$ cat src/rtl/mem_arb_pkg.sv
// Shared types and default widths for the LC-3 memory access arbiter.
package mem_arb_pkg;

  localparam int DEF_AW      = 16;
  localparam int DEF_DW      = 16;
  localparam int DEF_TIMEOUT = 255;

  typedef enum logic [1:0] {
    IDLE   = 2'd0,
    ACCESS = 2'd1,
    RESP   = 2'd2
  } arb_state_e;

  typedef enum logic {
    REQ_FETCH = 1'b0,
    REQ_DATA  = 1'b1
  } req_id_e;

endpackage

$ cat src/rtl/mem_arb_rr_pick.sv
// Two-way round-robin pick between the fetch and data requesters.
// On a tie the requester that was not served last wins.
module mem_arb_rr_pick
  import mem_arb_pkg::*;
(
  input  logic    if_req,
  input  logic    d_req,
  input  req_id_e last_gnt,
  output logic    gnt_valid,
  output req_id_e gnt_id
);

  // Grant decode: single request wins outright, a tie alternates on last_gnt
  always_comb begin
    gnt_valid = if_req | d_req;
    gnt_id    = REQ_FETCH;
    if (if_req && d_req) begin
      gnt_id = (last_gnt == REQ_FETCH) ? REQ_DATA : REQ_FETCH;
    end else if (d_req) begin
      gnt_id = REQ_DATA;
    end else begin
      gnt_id = REQ_FETCH;
    end
  end

endmodule

$ cat src/rtl/mem_access_arbiter.sv
// Single-port memory sequencer/arbiter for the LC-3 fetch and load/store paths.
// Latches address and write data (MAR/MDR), holds the enables until mem_ready,
// then returns read data with a one-cycle done pulse to the granted requester.
// Optional feature: define MEM_ARB_TIMEOUT_EN to abort accesses that wait
// TIMEOUT_CYCLES cycles in ACCESS; the aborted access completes with err=1, rdata=0.
module mem_access_arbiter
  import mem_arb_pkg::*;
#(
  parameter int AW             = DEF_AW,
  parameter int DW             = DEF_DW,
  parameter int TIMEOUT_CYCLES = DEF_TIMEOUT
)(
  input  logic          clk,
  input  logic          rst_n,
  input  logic          if_req,
  input  logic [AW-1:0] if_addr,
  output logic          if_done,
  input  logic          d_req,
  input  logic          d_we,
  input  logic [AW-1:0] d_addr,
  input  logic [DW-1:0] d_wdata,
  output logic          d_done,
  output logic [DW-1:0] rdata,
  output logic          err,
  output logic          busy,
  output logic [AW-1:0] mem_addr,
  output logic [DW-1:0] mem_wdata,
  output logic          mem_re,
  output logic          mem_we,
  input  logic [DW-1:0] mem_rdata,
  input  logic          mem_ready
);

  arb_state_e    state_r;
  req_id_e       gnt_id_r;
  req_id_e       last_gnt_r;
  logic [AW-1:0] mem_addr_r;
  logic [DW-1:0] mem_wdata_r;
  logic [DW-1:0] rdata_r;
  logic          mem_re_r;
  logic          mem_we_r;
  logic          if_done_r;
  logic          d_done_r;
  logic          busy_r;
  logic          pick_valid_s;
  req_id_e       pick_id_s;

`ifdef MEM_ARB_TIMEOUT_EN
  localparam int CW = ($clog2(TIMEOUT_CYCLES + 1) > 8) ? $clog2(TIMEOUT_CYCLES + 1) : 8;
  localparam logic [CW-1:0] CNT_LAST = CW'(TIMEOUT_CYCLES - 1);
  logic [CW-1:0] cnt_r;
  logic          err_r;
`endif

  mem_arb_rr_pick u_pick (
    .if_req    (if_req),
    .d_req     (d_req),
    .last_gnt  (last_gnt_r),
    .gnt_valid (pick_valid_s),
    .gnt_id    (pick_id_s)
  );

  // Access sequencer: IDLE -> ACCESS -> RESP, all outputs registered here
  always_ff @(posedge clk or negedge rst_n) begin
    if (!rst_n) begin
      state_r     <= IDLE;
      gnt_id_r    <= REQ_FETCH;
      last_gnt_r  <= REQ_FETCH;
      mem_addr_r  <= {AW{1'b0}};
      mem_wdata_r <= {DW{1'b0}};
      rdata_r     <= {DW{1'b0}};
      mem_re_r    <= 1'b0;
      mem_we_r    <= 1'b0;
      if_done_r   <= 1'b0;
      d_done_r    <= 1'b0;
      busy_r      <= 1'b0;
`ifdef MEM_ARB_TIMEOUT_EN
      cnt_r       <= {CW{1'b0}};
      err_r       <= 1'b0;
`endif
    end else begin
      case (state_r)
        IDLE: begin
          if (pick_valid_s) begin
            gnt_id_r <= pick_id_s;
            busy_r   <= 1'b1;
            state_r  <= ACCESS;
`ifdef MEM_ARB_TIMEOUT_EN
            cnt_r    <= {CW{1'b0}};
`endif
            if (pick_id_s == REQ_DATA) begin
              mem_addr_r  <= d_addr;
              mem_wdata_r <= d_wdata;
              mem_re_r    <= ~d_we;
              mem_we_r    <= d_we;
            end else begin
              // Fetches are always reads with cleared write data
              mem_addr_r  <= if_addr;
              mem_wdata_r <= {DW{1'b0}};
              mem_re_r    <= 1'b1;
              mem_we_r    <= 1'b0;
            end
          end else begin
            state_r <= IDLE;
          end
        end

        ACCESS: begin
          if (mem_ready) begin
            if (!mem_we_r) begin
              rdata_r <= mem_rdata;
            end else begin
              rdata_r <= rdata_r;
            end
            mem_re_r  <= 1'b0;
            mem_we_r  <= 1'b0;
            if_done_r <= (gnt_id_r == REQ_FETCH);
            d_done_r  <= (gnt_id_r == REQ_DATA);
            state_r   <= RESP;
`ifdef MEM_ARB_TIMEOUT_EN
          end else if (cnt_r == CNT_LAST) begin
            rdata_r   <= {DW{1'b0}};
            err_r     <= 1'b1;
            mem_re_r  <= 1'b0;
            mem_we_r  <= 1'b0;
            if_done_r <= (gnt_id_r == REQ_FETCH);
            d_done_r  <= (gnt_id_r == REQ_DATA);
            state_r   <= RESP;
          end else begin
            cnt_r <= cnt_r + 1'b1;
`else
          end else begin
            state_r <= ACCESS;
`endif
          end
        end

        RESP: begin
          if_done_r  <= 1'b0;
          d_done_r   <= 1'b0;
          busy_r     <= 1'b0;
          last_gnt_r <= gnt_id_r;
          state_r    <= IDLE;
`ifdef MEM_ARB_TIMEOUT_EN
          err_r      <= 1'b0;
`endif
        end

        default: begin
          mem_re_r  <= 1'b0;
          mem_we_r  <= 1'b0;
          if_done_r <= 1'b0;
          d_done_r  <= 1'b0;
          busy_r    <= 1'b0;
          state_r   <= IDLE;
        end
      endcase
    end
  end

  assign if_done   = if_done_r;
  assign d_done    = d_done_r;
  assign rdata     = rdata_r;
  assign busy      = busy_r;
  assign mem_addr  = mem_addr_r;
  assign mem_wdata = mem_wdata_r;
  assign mem_re    = mem_re_r;
  assign mem_we    = mem_we_r;
`ifdef MEM_ARB_TIMEOUT_EN
  assign err       = err_r;
`else
  assign err       = 1'b0;
`endif

endmodule

$ cat config.mk
export PLATFORM = sky130hd
export DESIGN_NAME = mem_access_arbiter
export DESIGN_NICKNAME = d
export VERILOG_FILES = /design/src/rtl/mem_arb_pkg.sv /design/src/rtl/mem_arb_rr_pick.sv /design/src/rtl/mem_access_arbiter.sv
export SDC_FILE = /design/constraint.sdc
export NUM_CORES = 1
export LEC_CHECK = 0
export ABC_AREA = 1
export CORE_ASPECT_RATIO = 0.5
export CORE_MARGIN = 5
export CORE_UTILIZATION = 37
export CTS_CLUSTER_DIAMETER = 150
export DETAILED_ROUTE_END_ITERATION = 10
export MAX_ROUTING_LAYER = met4
export PLACE_DENSITY = 0.82
export SLEW_MARGIN = 20
export SYNTH_ARGS = -nofsm -noshare
export SYNTH_HDL_FRONTEND = slang
export SYNTH_SLANG_ARGS = --single-unit
$ cat constraint.sdc
create_clock -name clk -period 1.2 [get_ports clk]
set_input_delay 0.36 -clock clk [delete_from_list [all_inputs] [get_ports clk]]
set_output_delay 0.36 -clock clk [all_outputs]
set_load 0.03 [all_outputs]
-- Word level (Yosys, flattened, before mapping)
Cells that the tools add are included.
- register bits after elaboration: 57
- output and inout port bits: 54
- word-level logic and storage cells: 50
- equal/unequal tests: 4
- multiplexer cells: 21
- bitwise logic cells: 7
- reduce and logical (&&, ||, !) cells: 7
- operator list (kind ; number):
    $mux W16 ; 2
    $mux W1 ; 12
    $not A1 Y1 ; 6
    $pmux W1 S2 ; 3
    $pmux W1 S3 ; 2
    $reduce_and A2 Y1 ; 3
    $reduce_and A3 Y1 ; 2
    $ne A2 B2 Y1 const B ; 2
    $pmux W2 S2 ; 1
    $eq A2 B1 Y1 const B ; 1
    $eq A2 B2 Y1 const B ; 1
    $logic_not A2 Y1 ; 1
    $mux W2 ; 1
    $logic_and A1 B1 Y1 ; 1
    $or A1 B1 Y1 ; 1

-- Depth between registers and ports, before layout
Gate-level depths: netlist of the first run.
- word-level depth: 5
- mapped depth: 6
- mapped depth without buffers: 6

-- Cells and area by module
Synthesis of the first run repeated with hierarchy kept, for this count alone.
- cell total of the unflattened synthesis: 305
- area, all modules: 2521.2 um^2
- modules (own cells, without submodules) (module ; instances ; cells each ; area each (um^2) ; sequential area each (um^2)):
    mem_access_arbiter ; 1 ; 302 ; 2506.2 ; 1426.4
    mem_arb_rr_pick ; 1 ; 3 ; 15.0 ; 0.0

-- Least setup slack after synthesis of the first run
No wires, ideal clock.
- path kind: register -> register
- from: register state_r[1]
- to: register mem_addr_r[10] (netlist: mem_addr[10])
- setup time: 118 ps
- arrival: 1064 ps
- required time: 1082 ps
- slack: 18 ps
- cell stages (with the launch flop): 6
- buffers on the path: 1
- cell sequence: dfrtp_1 -> nor2_4 -> o21ai_4 -> buf_6 -> nand2_1 -> nand2_1
- longest elaborated chain between the ends: 2
- RTL lines (item ; line ; RTL):
    start, declared ; mem_access_arbiter.sv:34 ; arb_state_e state_r;
    start signal, assigned ; mem_access_arbiter.sv:66 ; state_r <= IDLE;
    start signal, assigned ; mem_access_arbiter.sv:87 ; state_r <= ACCESS;
    start signal, assigned ; mem_access_arbiter.sv:104 ; state_r <= IDLE;
    $logic_not A2 Y1 ; mem_access_arbiter.sv:82 ; case (state_r)
    $reduce_and A2 Y1 (no line) ; n/a ;
    end signal, assigned ; mem_access_arbiter.sv:69 ; mem_addr_r <= {AW{1'b0}};
    end signal, assigned ; mem_access_arbiter.sv:92 ; mem_addr_r <= d_addr;
    end signal, assigned ; mem_access_arbiter.sv:98 ; mem_addr_r <= if_addr;
    end, declared ; mem_access_arbiter.sv:37 ; logic [AW-1:0] mem_addr_r;
No other way between the ends.
A chain may end at the register's enable or synchronous reset.

-- Worst setup path after layout of the first run
- from: register mem_wdata_r[13] (netlist: mem_wdata[13])
- to: output port mem_wdata[13]
- RTL lines (item ; line ; RTL):
    start, declared ; mem_access_arbiter.sv:38 ; logic [DW-1:0] mem_wdata_r;
    start signal, assigned ; mem_access_arbiter.sv:70 ; mem_wdata_r <= {DW{1'b0}};
    start signal, assigned ; mem_access_arbiter.sv:93 ; mem_wdata_r <= d_wdata;
    start signal, assigned ; mem_access_arbiter.sv:99 ; mem_wdata_r <= {DW{1'b0}};
    end, declared ; mem_access_arbiter.sv:27 ; output logic [DW-1:0] mem_wdata,
No word-level cell between the ends.

==> impl_metrics.ini, run 1 <==
[route]
viasPerCell = 5.03
wire_per_inst_um = 17.7
drc = 0
routed-via-count = 3045
ant_nets = 0
drtPass1Iterations = 5
drtIter0Drc = 269
drt_wl_total_um = 10700

[clock_tree]
clkLatencyLatePin_ns = 0.32
cts_made_buffers = 9
clk_path_buf_depth = 2
cts_tree = done
cts_root_buf = clkbuf_16
h-tree-depth = 3
clk_pin_slew_worst_paths_ns = 0.05
clkSinkCount = 57

[timing]
fin_ws_ns = -0.0531
min_period_ns = 1.25
setup_viol = 67
rsz0062_at_grt = yes
maxClockFrequency_ghz = 0.798
slew_viol_final = 0
finClkSkew_ns = 0.00721
hold_viol_final = 0
layout_worst_path_cycle_share_pct = 104

[worst_setup_path]
critPathRequiredTime_ns = 0.84
path_class = reg2out
end_kind = output pin
r2r_end = if_done$_DFFE_PN0P_
cpPeakStageDelay_ns = 0.42
critPathLaunch = mem_wdata[13]$_DFFE_PN0P_
crit_path_start_kind = register
critical_path.cell_chain = buf_6
crit_cells = 1
worst-path-buf-inv = 1
worstPathArrival_ns = 0.89
path_max_fanout = 2
crit_end = mem_wdata[13]
ff2ff_path_depth = 3
rrSetupSlack_ns = -0.05
crit_family = flip-flops
crit_slowest_cell = dfrtp_1
reg2reg_from = state_r[1]$_DFF_PN0_

[logic_synthesis]
synthSimpleGateAreaFrac_pct = 33.8
synth_compound_area_share_pct = 1.77
synthDistinctLibCells = 17
seq_area_frac_synth_pct = 54.5
yosysWarnings = 0
muxShareOfSynthArea_pct = 0
synth_nets = 389
synth_area_sq_um = 2620
ys_ff_latch = 57
synth_fa_ha_area_share_pct = 0
synthCells = 319
synth_top_family_by_area = simple AND/OR/NAND/NOR gates
syn_area_per_cell_sq_um = 8.20
synth-xor-area-share_pct = 0

[run_status]
status = finished with violations
violations = negative setup slack

[floorplanning]
die-area_sq_um = 8950
core.rowCount = 21
ios = 124
initial_core_util_pct = 38.6
die_h_um = 69.4
die_x_um = 129
coreArea_sq_um = 6780

[final_layout]
antenna_cells = 0
fin_nets = 581
drive_gt1_share_pct = 35.5
area_delta_synth_final_pct = 87.9
final_area_sq_um = 4910

[place]
hpwlAfterDp_um = 5780
pre_cts_ws_ns = -0.436
port_buffers = 122
placed_area_sq_um = 3890
gp_congestion = 0.794

[grt]
antenna_found_initial = 0
grt_first_pass_wirelength_um = 14200
track_usage_pct = 20.4
grt_pass1_vias = 2857
grt_overflow_total = 0
grt_max_degree = 34

[power]
leakagePower_nw = 2.62
ir_worst_vdd_uv = 1180
powerDensity_nw_per_um2 = 2890
switching_share_pct = 42.7
p_int_w = 0.00813
power.share.sequential_pct = 25.8
p_comb_share_pct = 58.6
switchingPower_w = 0.00607
clockPowerShare_pct = 15.7

[flow_run]
cap_violations = 0

[min_path]
hold_path.class = in2reg
layout make-up:
type / instances / area, sq um
tap: 92 / 115
inverter: 38 / 145
timing repair buffer: 194 / 1930
multi-input combinational: 211 / 1040
clock inverter: 1 / 5.00
sequential: 57 / 1430
clock buffer: 12 / 246
fill: 400 / 1870
cells by family (layout without fill, tap and decap cells):
family                 count (synthesis)  count (layout)
AND/OR/NAND/NOR                      202             203
AO/OA/AOI/OAI                          7               7
flip-flops                            57              57
other                                  1               1
buffers and inverters                 52             245
what timing repair did:
item	CTS	global route
resized for setup	57	49
gates cloned	0	6
hold endpoints to repair	11	0
pin swaps	0	9
buffers inserted	18	28
hold buffers	1	0
endpoints found under the setup margin	88	105
stage by stage:
step	cells	total power, W	TNS (ns)	hold WS, ns	utilization, %
after floorplan	319	0.00684	0	0.0644	-
after global placement	539	0.00907	-17.27	0.266	57.4
after detailed placement	539	0.00920	-18.95	0.270	57.4
after CTS	571	0.0125	-0.598	0.471	66.2
after global routing	605	0.0148	-3.97	0.435	72.5
final	605	0.0142	-1.18	0.424	72.5
Yosys cell counts:
cell type  count  share of area, %
a21oi_1        1              0.19
buf_2          2              0.38
buf_4          5               1.4
buf_6          5               2.2
clkbuf_1       2              0.29
conb_1         1              0.14
dfrtp_1       57                55
inv_1         35               5.0
inv_2          3              0.43
nand2_1      127                18
nand2_2        2              0.48
nand2_4        1              0.43
nand3_1       67                13
nor2_1         1              0.14
nor2_4         4               1.7
o21ai_0        5              0.96
o21ai_4        1              0.62
sequential cells by signal, summed over array words and instances, names as in the netlist:
register and flops:
busy 1, d_done 1, gnt_id_r 1, if_done 1
last_gnt_r 1, mem_addr 16, mem_re 1, mem_wdata 16
mem_we 1, rdata 16, state_r 2
worst min path at each step:
stage | from | endpoint | slack, ns | cells after the start
after global placement | rst_n | mem_addr[7]$_DFFE_PN0P_ | 0.27 | 1
after detailed placement | rst_n | mem_addr[7]$_DFFE_PN0P_ | 0.27 | 1
after CTS | rst_n | mem_addr[8]$_DFFE_PN0P_ | 0.47 | 2
after floorplan | rst_n | busy$_DFFE_PN0P_ | 0.06 | 0
after global routing | mem_ready | state_r[0]$_DFF_PN0_ | 0.43 | 4
final | mem_ready | state_r[0]$_DFF_PN0_ | 0.42 | 4
per-layer routing:
| layer | track usage [%] | wire length, um | vias to the layer above |
|---|---|---|---|
| met5 | - | 0 | - |
| met4 | 8.50 | 279 | 0 |
| met3 | 4.23 | 670 | 33 |
| met2 | 35.7 | 5550 | 160 |
| met1 | 22.5 | 4190 | 1477 |
| li1 | - | - | 1375 |
layout by cell type (no fill, tap or decap), drive strengths merged:
master,netlist,final
nand2,130,131
dfrtp,57,57
dlygate4sd2,0,2
clkinv,0,1
buf,12,123
clkdlybuf4s50,0,65
nand3,67,67
dlygate4sd3,0,1
o21ai,6,6
inv,38,38
a21oi,1,1
clkbuf,2,14
conb,1,1
dlymetal6s2s,0,1
nor2,5,5
power groups by stage:
stage	clock network (W)	logic [W]	registers, W
CTS	0.00221	0.00676	0.00354
finish	0.00222	0.00831	0.00366
floorplan	0	0.00179	0.00505
detailed placement	0	0.00578	0.00342
global route	0.00233	0.00872	0.00376
global placement	0	0.00568	0.00339
Note: power is estimated with default switching activity, not from simulation.
==> run 2, diff against run 1 <==
--- a/config.mk
+++ b/config.mk
@@ -11,6 +11,7 @@
 export CORE_UTILIZATION = 37
 export CTS_CLUSTER_DIAMETER = 150
 export DETAILED_ROUTE_END_ITERATION = 10
+export GPL_TIMING_DRIVEN = 1
 export MAX_ROUTING_LAYER = met4
 export PLACE_DENSITY = 0.82
 export SLEW_MARGIN = 20
==> results of run 2 <==
Same layout as run 1: the final DEF is identical, and so are final timing and power.
